**src/rtl/sdram_arbiter.sv**
```systemverilog
// sdram_arbiter: shares the SDRAM controller host port among NPORTS requesters.
// One op is owned at a time. It is latched in IDLE, driven to the controller
// in ISSUE until the controller reports op_begun, then waits in BUSY for done.
// begun, done and read data are steered back to the owning port.
//
// Ports:
//   clk_i, rst_bi             clock, async active-low reset
//   req_rd_i/req_wr_i         per-port requests, held until req_begun_o
//   req_addr_i/req_data_i     per-port addr/data, port n at [n*W +: W]
//   req_begun_o               comb pulse while the controller accepts the owner's op
//   req_done_o/req_rd_done_o  registered pulses to the owner
//   req_data_o                captured read data, held until the next capture
//   grant_o, busy_o           current owner (one-hot), ISSUE/BUSY indicator
//   ctrl_*                    controller host interface
module sdram_arbiter #(
  parameter int    NPORTS      = 2,
  parameter int    HADDR_WIDTH = 23,
  parameter int    DATA_WIDTH  = 16,
  parameter string FIXED_PRIO  = "FALSE"
) (
  input  logic                          clk_i,
  input  logic                          rst_bi,
  input  logic [NPORTS-1:0]             req_rd_i,
  input  logic [NPORTS-1:0]             req_wr_i,
  input  logic [NPORTS*HADDR_WIDTH-1:0] req_addr_i,
  input  logic [NPORTS*DATA_WIDTH-1:0]  req_data_i,
  output logic [NPORTS-1:0]             req_begun_o,
  output logic [NPORTS-1:0]             req_done_o,
  output logic [NPORTS-1:0]             req_rd_done_o,
  output logic [DATA_WIDTH-1:0]         req_data_o,
  output logic [NPORTS-1:0]             grant_o,
  output logic                          busy_o,
  output logic                          ctrl_rd_o,
  output logic                          ctrl_wr_o,
  output logic [HADDR_WIDTH-1:0]        ctrl_addr_o,
  output logic [DATA_WIDTH-1:0]         ctrl_data_o,
  input  logic                          ctrl_op_begun_i,
  input  logic                          ctrl_done_i,
  input  logic                          ctrl_rd_done_i,
  input  logic [DATA_WIDTH-1:0]         ctrl_data_i
);

  localparam int PW    = (NPORTS > 1) ? $clog2(NPORTS) : 1;
  localparam bit FIXED = (FIXED_PRIO == "TRUE");

  typedef enum logic [1:0] {IDLE, ISSUE, BUSY} state_t;

  state_t                  state, state_nxt;
  logic [PW-1:0]           last_grant;
  logic [NPORTS-1:0]       pend, pend_sh, rd_sh, wr_sh;
  int                      cand, win_int;
  logic                    win_vld, win_rd, win_wr;
  logic [HADDR_WIDTH-1:0]  win_addr;
  logic [DATA_WIDTH-1:0]   win_data;
  logic                    fin;

  assign pend = req_rd_i | req_wr_i;

  // Walk candidates from lowest to highest priority so the last hit is the
  // winner. Round-robin rank 0 is the port just after last_grant.
  always_comb begin
    cand    = 0;
    win_int = 0;
    win_vld = 1'b0;
    pend_sh = '0;
    for (int k = NPORTS - 1; k >= 0; k--) begin
      cand = FIXED ? k : int'(last_grant) + 1 + k;
      if (cand >= NPORTS) cand = cand - NPORTS;
      pend_sh = pend >> cand;
      if (pend_sh[0]) begin
        win_int = cand;
        win_vld = 1'b1;
      end
    end
  end

  always_comb begin
    rd_sh    = req_rd_i >> win_int;
    wr_sh    = req_wr_i >> win_int;
    win_rd   = rd_sh[0];
    win_wr   = wr_sh[0] & ~rd_sh[0];  // read wins when both are asserted
    win_addr = req_addr_i[win_int*HADDR_WIDTH +: HADDR_WIDTH];
    win_data = req_data_i[win_int*DATA_WIDTH +: DATA_WIDTH];
  end

  // Op finishes either from BUSY or directly from ISSUE when begun and done coincide.
  assign fin = ctrl_done_i & ((state == BUSY) | ((state == ISSUE) & ctrl_op_begun_i));

  // state register
  always_ff @(posedge clk_i or negedge rst_bi) begin
    if (!rst_bi) state <= IDLE;
    else         state <= state_nxt;
  end

  // next state
  always_comb begin
    state_nxt = state;
    case (state)
      IDLE:    if (win_vld) state_nxt = ISSUE;
      ISSUE:   if (ctrl_op_begun_i) state_nxt = ctrl_done_i ? IDLE : BUSY;
      BUSY:    if (ctrl_done_i) state_nxt = IDLE;
      default: state_nxt = IDLE;
    endcase
  end

  // outputs decoded from state
  always_comb begin
    busy_o      = (state != IDLE);
    req_begun_o = ((state == ISSUE) && ctrl_op_begun_i) ? grant_o : '0;
  end

  // latched command, ownership and return-path pulses
  always_ff @(posedge clk_i or negedge rst_bi) begin
    if (!rst_bi) begin
      last_grant    <= PW'(NPORTS - 1);
      grant_o       <= '0;
      ctrl_rd_o     <= 1'b0;
      ctrl_wr_o     <= 1'b0;
      ctrl_addr_o   <= '0;
      ctrl_data_o   <= '0;
      req_done_o    <= '0;
      req_rd_done_o <= '0;
      req_data_o    <= '0;
    end else begin
      req_done_o    <= fin ? grant_o : '0;
      req_rd_done_o <= '0;
      if (state != IDLE && ctrl_rd_done_i) begin
        req_data_o    <= ctrl_data_i;
        req_rd_done_o <= grant_o;
      end
      if (state == IDLE && win_vld) begin
        grant_o     <= {{(NPORTS-1){1'b0}}, 1'b1} << win_int;
        last_grant  <= PW'(win_int);
        ctrl_rd_o   <= win_rd;
        ctrl_wr_o   <= win_wr;
        ctrl_addr_o <= win_addr;
        ctrl_data_o <= win_data;
      end else begin
        if (state == ISSUE && ctrl_op_begun_i) begin
          ctrl_rd_o <= 1'b0;
          ctrl_wr_o <= 1'b0;
        end
        if (fin) grant_o <= '0;
      end
    end
  end

endmodule

```
**config.mk**
```make
export PLATFORM = sky130hd
export DESIGN_NAME = sdram_arbiter
export DESIGN_NICKNAME = d
export VERILOG_FILES = /design/src/rtl/sdram_arbiter.sv
export SDC_FILE = /design/constraint.sdc
export NUM_CORES = 1
export LEC_CHECK = 0
export ABC_AREA = 1
export ABC_CLOCK_PERIOD_IN_PS = 1500
export BUFFER_PORTS_ARGS = -buffer_cell sky130_fd_sc_hd__buf_2
export CORE_ASPECT_RATIO = 2
export CORE_UTILIZATION = 44
export DETAILED_ROUTE_END_ITERATION = 6
export HOLD_SLACK_MARGIN = 0.12
export PLACE_DENSITY = 0.8
export SLEW_MARGIN = 20
export SYNTH_ARGS = -nofsm -noshare
export SYNTH_HDL_FRONTEND = slang
export SYNTH_SLANG_ARGS = --single-unit
```
**constraint.sdc**
```tcl
create_clock -name clk_i -period 1.5 [get_ports clk_i]
set_input_delay 0.225 -clock clk_i [delete_from_list [all_inputs] [get_ports clk_i]]
set_output_delay 0.225 -clock clk_i [all_outputs]
set_load 0.02 [all_outputs]
```
==> impl_metrics.tcl, run 1 <==
set metrics [dict create \
    fin_crit_ps 1490 \
    hold_path.class "in2reg" \
    total_power_uw 9767 \
    p_clk_frac 0.200 \
    status "finished, final reports clean" \
    p_leak_uw 0.002466 \
    cts_tree "built" \
    drive_above_1_share 0.3782 \
    postCtsSetupRepairBufs 0 \
    hold_viol 0 \
    cts_max_level 3 \
    antenna_found_initial 0 \
    ir_drop_mv 1.394 \
    nNetsFinal 648 \
    fillers 507 \
    numCtsBuffers 9 \
    vias 3271 \
    rsz0062_at_grt "yes" \
    cp.required_ps 1750 \
    final_cells 636 \
    fin_tns_setup_ps 0 \
    synth_seq_cells 66 \
    fmaxAchievable_mhz 671.2 \
    cts_buffer_depth 2 \
    syn-num-nets 440 \
    dr.pass1.iters 4 \
    die_y_um 117.4 \
    dr.first_iter.drc_count 251 \
    postSynthAreaPerCell_um2 8.692 \
    grt_pass1_wl_mm 14.95 \
    yosys_warnings 0 \
    powerDensity_nw_per_um2 2144 \
    cp_max_fo 10 \
    swShare 0.4371 \
    yosysSeqAreaShare 0.5643 \
    place_area_um2 3824 \
    worstMarginPinSlew_ps 662.2 \
    whs_ps 130.3 \
    p_comb_frac 0.483 \
    clock-sinks 66 \
    io_pins 169 \
    num_rows 41 \
    postRouteAntennaNets 0 \
    dp_hpwl_mm 5.896 \
    grt_pass1_vias 3383 \
    grt_usage 0.2870 \
    port_buffers 168 \
    start_util 0.4605 \
    power_frac_seq 0.317 \
    cp-end-kind "flop" \
    startpoint_type "flop" \
    setup-violations-final 0 \
    clkLatencyLatePin_ps 330 \
    postSynthCellCount 337 \
    gp_congestion 0.8093 \
    path_class "reg2reg" \
    netSwitchingPower_uw 4270 \
    grt-ovfl-total 0 \
    synth.distinct_cells 18 \
    cp.arrival_ps 1740 \
    drv_cap 0 \
    dieArea_um2 7007 \
    reg2reg_slack_ps 10 \
    drt-vias-per-instance 5.143 \
    die_width_um 59.69 \
    dpl.cell_count 580 \
    path_clk_slew_ps 50 \
    syn_area_um2 2929 \
    root_buffer "clkbuf_16" \
    drc 0 \
    area_delta_synth_final_pct 55.53 \
    drt-total-wl_mm 9.821 \
    power.internal_uw 5498 \
    fin_skew_ps 6.724 \
    max_slew_margin 0.5581 \
    slew_violations 0 \
    timing.final.crit_share 0.9933 \
    grt_max_degree 67 \
    post_drt_wl_per_cell_um 15.44 \
    antennaDiodeCount 0 \
    core_um2 6361 \
    stdcell_area_um2 4556 \
]
-- cell usage after synthesis --
library cell,instances,area share
buf_6,8,0.031
nor2_4,2,0.0077
a21oi_4,1,0.0056
nand3_1,103,0.18
nand2_1,121,0.16
buf_1,1,0.0013
dfstp_2,1,0.0090
inv_2,2,0.0026
nand2_2,2,0.0043
o21ai_0,2,0.0034
nor2_1,8,0.010
buf_4,4,0.010
nand2_4,1,0.0038
inv_1,7,0.0090
dfrtp_1,65,0.56
nor2_2,1,0.0021
o21ai_1,1,0.0017
buf_2,7,0.012
-- critical path, stage by stage, from the launching register on --
cell and delay, ps:
dfrtp_1 410, nor2_4 150, nand2_4 100, nor2_2 540, nand2_1 110, nand3_1 100
-- cell families after synthesis --
logic type             Yosys count  synth area share
and+or+nand+nor                238            0.3592
AOI/OAI and AO/OA                4           0.01068
DFF                             66            0.5643
buffers and inverters           29           0.06579
-- area by class of cell --
| type | instances | area (um^2) | share of cell area |
|---|---|---|---|
| Inverter | 9 | 36.28 | 0.007965 |
| Timing Repair Buffer | 215 | 1353 | 0.2969 |
| Sequential cell | 66 | 1653 | 0.3628 |
| Multi-Input combinational cell | 244 | 1122 | 0.2464 |
| Tap cell | 86 | 107.6 | 0.02362 |
| Clock buffer | 14 | 274.0 | 0.06015 |
| Clock inverter | 2 | 10.01 | 0.002197 |
-- layout by cell type (no fill, tap or decap), drive strengths merged --
cell type	Yosys	layout
o21ai	3	3
nand2	124	124
a21oi	1	1
clkbuf	0	14
dlygate4sd3	0	38
nand3	103	103
inv	9	9
buf	20	177
dfstp	1	1
dfrtp	65	65
nor2	11	13
clkinv	0	2
-- final timing paths --
check / startpoint / endpoint / depth (start not counted)
hold reg to reg: req_data_o[14] / req_data_o[14] / 2
hold / removal: ctrl_data_i[6] / req_data_o[6] / 3
max in group asynchronous: rst_bi / last_grant / 3
setup reg to reg: state[1] / ctrl_data_o[1] / 5
min in group asynchronous: rst_bi / ctrl_addr_o[21] / 3
setup / recovery: state[1] / ctrl_data_o[1] / 5
-- power by group through the flow --
stage                     Sequential, uW  Clock (uW)  Combinational, uW
after floorplan                     4050           0               2010
after global placement              3060           0               4330
after detailed placement            3080           0               4460
after CTS                           3070        1990               4600
after global routing                3160        2070               5090
final                               3100        1950               4720
-- flip-flops by register name (all words and copies together), names as in the netlist, 2 cells and up --
| register | cells |
|---|---|
| ctrl_addr_o | 23 |
| ctrl_data_o | 16 |
| req_data_o | 16 |
| grant_o | 2 |
| req_done_o | 2 |
| req_rd_done_o | 2 |
| state | 2 |
-- layer usage --
layer / GRT usage / part of all wire / vias to the layer above
met1: 0.2813 / 0.35 / 1530
met3: 0.06725 / 0.054 / 47
met4: 0.1860 / 0.048 / 0
met5: 0 / 0 / -
met2: 0.5028 / 0.55 / 174
li1: - / - / 1520
-- stage by stage --
step           setup WS, ps    util
2_1_floorplan         314.6       -
3_3_place_gp         -146.9  0.6011
3_5_place_dp         -211.8  0.6011
4_1_cts               3.594  0.7087
5_1_grt              -20.83  0.7162
6_report              10.11  0.7162
-- repair_timing --
item,4_1_cts,5_1_grt
endpoints found under the setup margin,45,27
hold endpoints to repair,102,0
hold buffers,38,0
gates resized for setup,3,13
gates cloned,1,1
pin swaps,1,6
No activity file was read; power rests on OpenSTA's default activity.
==> run 2: changes to the inputs <==
--- a/config.mk
+++ b/config.mk
@@ -5,14 +5,13 @@
 export SDC_FILE = /design/constraint.sdc
 export NUM_CORES = 1
 export LEC_CHECK = 0
-export ABC_AREA = 1
 export ABC_CLOCK_PERIOD_IN_PS = 1500
 export BUFFER_PORTS_ARGS = -buffer_cell sky130_fd_sc_hd__buf_2
 export CORE_ASPECT_RATIO = 2
-export CORE_UTILIZATION = 44
+export CORE_UTILIZATION = 45
 export DETAILED_ROUTE_END_ITERATION = 6
 export HOLD_SLACK_MARGIN = 0.12
-export PLACE_DENSITY = 0.8
+export PLACE_DENSITY = 0.81
 export SLEW_MARGIN = 20
 export SYNTH_ARGS = -nofsm -noshare
 export SYNTH_HDL_FRONTEND = slang
==> run 2 against run 1 <==
Effect of this change:
- the run now ends with negative setup slack left
- sequential cell count is the same
- worst hold slack gained 8.6 ps
- critical path depth shrank 1
- critical endpoint is now req_begun_o[0]
- highest routed layer unchanged
==> impl_metrics.tcl, run 2 <==
set metrics [dict create \
    grt-ovfl-total 0 \
    startpoint_type "flop" \
    synth_area_leader_cell "dfrtp_1" \
    start_util 0.4647 \
    area_delta_synth_final_pct 54.17 \
    multi_input_area_um2 1341 \
    synth_area_leaders "dfrtp_1, a2bb2oi_1, a311oi_1" \
    drc 0 \
    yosysSeqAreaShare 0.5372 \
    drt-total-wl_mm 10.12 \
    grt_max_degree 67 \
    drive_above_1_share 0.4946 \
    core_um2 6621 \
    grt_pass1_wl_mm 14.48 \
    port_buffers 168 \
    antenna_found_initial 0 \
    post_drt_wl_per_cell_um 18.51 \
    synth_seq_cells 66 \
    pre_cts_slack_ps 23.03 \
    total_power_uw 8726 \
    timing.final.crit_share 1.060 \
    final_cell_mix "buf_2, dfrtp_1, o21ai_0" \
    cts_max_level 3 \
    slew_violations 0 \
    cp.required_ps 1270 \
    grt_usage 0.2710 \
    cp.arrival_ps 1370 \
    syn-num-nets 370 \
    layout.area.seq_um2 1653 \
    die_y_um 118.9 \
    numCtsBuffers 9 \
    fillers 491 \
    synth_edf_count 0 \
    yosys_warnings 0 \
    hold_path.class "in2reg" \
    root_buffer "clkbuf_16" \
    ir_drop_mv 1.031 \
    postRouteAntennaNets 0 \
    layout_commonest_cell "buf_2" \
    dr.first_iter.drc_count 139 \
    yosysMostFrequentCell "dfrtp_1" \
    die_width_um 60.47 \
    stdcell_area_um2 4743 \
    ys.flop_type "dfrtp_1" \
    nNetsFinal 557 \
    synth_top_area_frac 0.5287 \
    violations "negative setup slack" \
    final_util 0.7164 \
    async_reset_ff_frac 1.000 \
    synth.distinct_cells 27 \
    powerDensity_nw_per_um2 1840 \
    io_pins 169 \
    crit_top_cell "buf_6" \
    gp_congestion 0.8562 \
    worstMarginPinSlew_ps 383.9 \
    synth_commonest_cells "dfrtp_1, o21ai_0, a2bb2oi_1, a311oi_1, clkbuf_1" \
    dr.pass1.iters 5 \
    path_cells "buf_6, and3b_2, and2_4, buf_6" \
    status "complete, but fails checks" \
    largest_register_ffs 23 \
    cpPeakStageDelay_ps 380 \
    fin_tns_setup_ps -169.8 \
    setup-violations-final 2 \
    dp_hpwl_mm 6.432 \
    path_clk_slew_ps 50 \
    largest-register "ctrl_addr_o" \
    vias 3195 \
    fin_skew_ps 7.136 \
    postSynthAreaPerCell_um2 11.52 \
    clkLatencyLatePin_ps 330 \
    max_slew_margin 0.7433 \
    dieArea_um2 7192 \
    rsz0062_at_grt "yes" \
    syn_area_um2 3077 \
    p_leak_uw 0.002207 \
    grt_pass1_vias 3126 \
    antennaDiodeCount 0 \
    postSynthCellCount 267 \
    path_class "reg2out" \
    fin_crit_ps 1591 \
    hold_viol 0 \
    drv_cap 0 \
    fmaxAchievable_mhz 628.7 \
    slowest_stage "dfrtp_1" \
    cts_tree "built" \
    cp-end-kind "output pin" \
    cp_max_fo 4 \
    num_rows 42 \
    place_area_um2 4155 \
    reg.largest.list "ctrl_addr_o: 23 flops, ctrl_data_o: 16 flops, req_data_o: 16 flops" \
    setup_slack_ps -90.52 \
    drt-vias-per-instance 5.841 \
    cts_buffer_depth 2 \
    clock-sinks 66 \
]
-- run 2: cell count changes after synthesis, sizes merged, moves of 8 or more --
cell	change
inv	-8
nand3	-103
a2bb2oi	+39
o21ai	+42
buf	-14
nand2	-122
clkbuf	+25
mux2	+17
a311oi	+39
-- run 2: report_power, final --
| part | leakage [uW] | internal (uW) | total, uW | switching (uW) |
|---|---|---|---|---|
| sequential | 0.000762 | 2460 | 2870 | 408 |
| clock | 0.000153 | 1420 | 2130 | 712 |
| combinational | 0.00129 | 1630 | 3720 | 2090 |
-- run 2: stage by stage --
step / cells / hold WS, ps
6_report: 547 / 138.9
3_3_place_gp: 512 / 263.0
3_5_place_dp: 512 / 266.9
5_1_grt: 547 / 134.1
2_1_floorplan: 267 / -70.59
4_1_cts: 541 / 123.1
-- run 2: area by class of cell --
cell class,instances,share of cell area
Clock inverter,2,0.007386
Timing Repair Buffer,207,0.2796
Sequential cell,66,0.3485
Clock buffer,14,0.05777
Tap cell,88,0.02321
Multi-Input combinational cell,169,0.2828
Inverter,1,0.0007913
-- run 2: worst paths after layout --
kind	cells past startpoint	from	slack [ps]	end
hold reg to reg	1	req_data_o[13]	490	req_data_o[13]
setup / recovery	4	state[1]	-90	req_begun_o[0]
min in group asynchronous	3	rst_bi	440	ctrl_data_o[7]
setup reg to reg	5	state[0]	10	ctrl_addr_o[20]
max in group asynchronous	3	rst_bi	720	last_grant
hold / removal	2	ctrl_data_i[9]	140	req_data_o[9]
-- run 2: layer usage --
metal  part of all wire  track usage  wire, um  vias up
li1                   -            -         -     1433
met1               0.37       0.2984      3697     1587
met2               0.56       0.4821      5711      156
met3              0.048      0.05103       489       19
met4              0.022       0.1136       224        0
met5                  0            0         0        -
-- run 2: critical path: cells and delay by family (launching register included) --
family | cells | cell delay, ps
simple gates | 2 | 430
flops | 1 | 380
buf+inv | 2 | 230
-- run 2: cell families (layout without fill, tap and decap cells) --
kind of cell / Yosys count / after routing / synth area share
flops: 66 / 66 / 0.5372
mux: 17 / 17 / 0.06222
buf+inv: 32 / 224 / 0.04148
compound gates: 131 / 131 / 0.3152
simple gates: 21 / 21 / 0.04392
-- run 2: timing repair --
| item | in CTS | in global routing |
|---|---|---|
| resized for setup | 12 | 8 |
| endpoints found under the setup margin | 3 | 3 |
| pin swaps | 0 | 2 |
| hold buffers | 12 | 1 |
| buffers inserted | 1 | 4 |
| cloned | 0 | 1 |
| hold endpoints to repair | 76 | 1 |
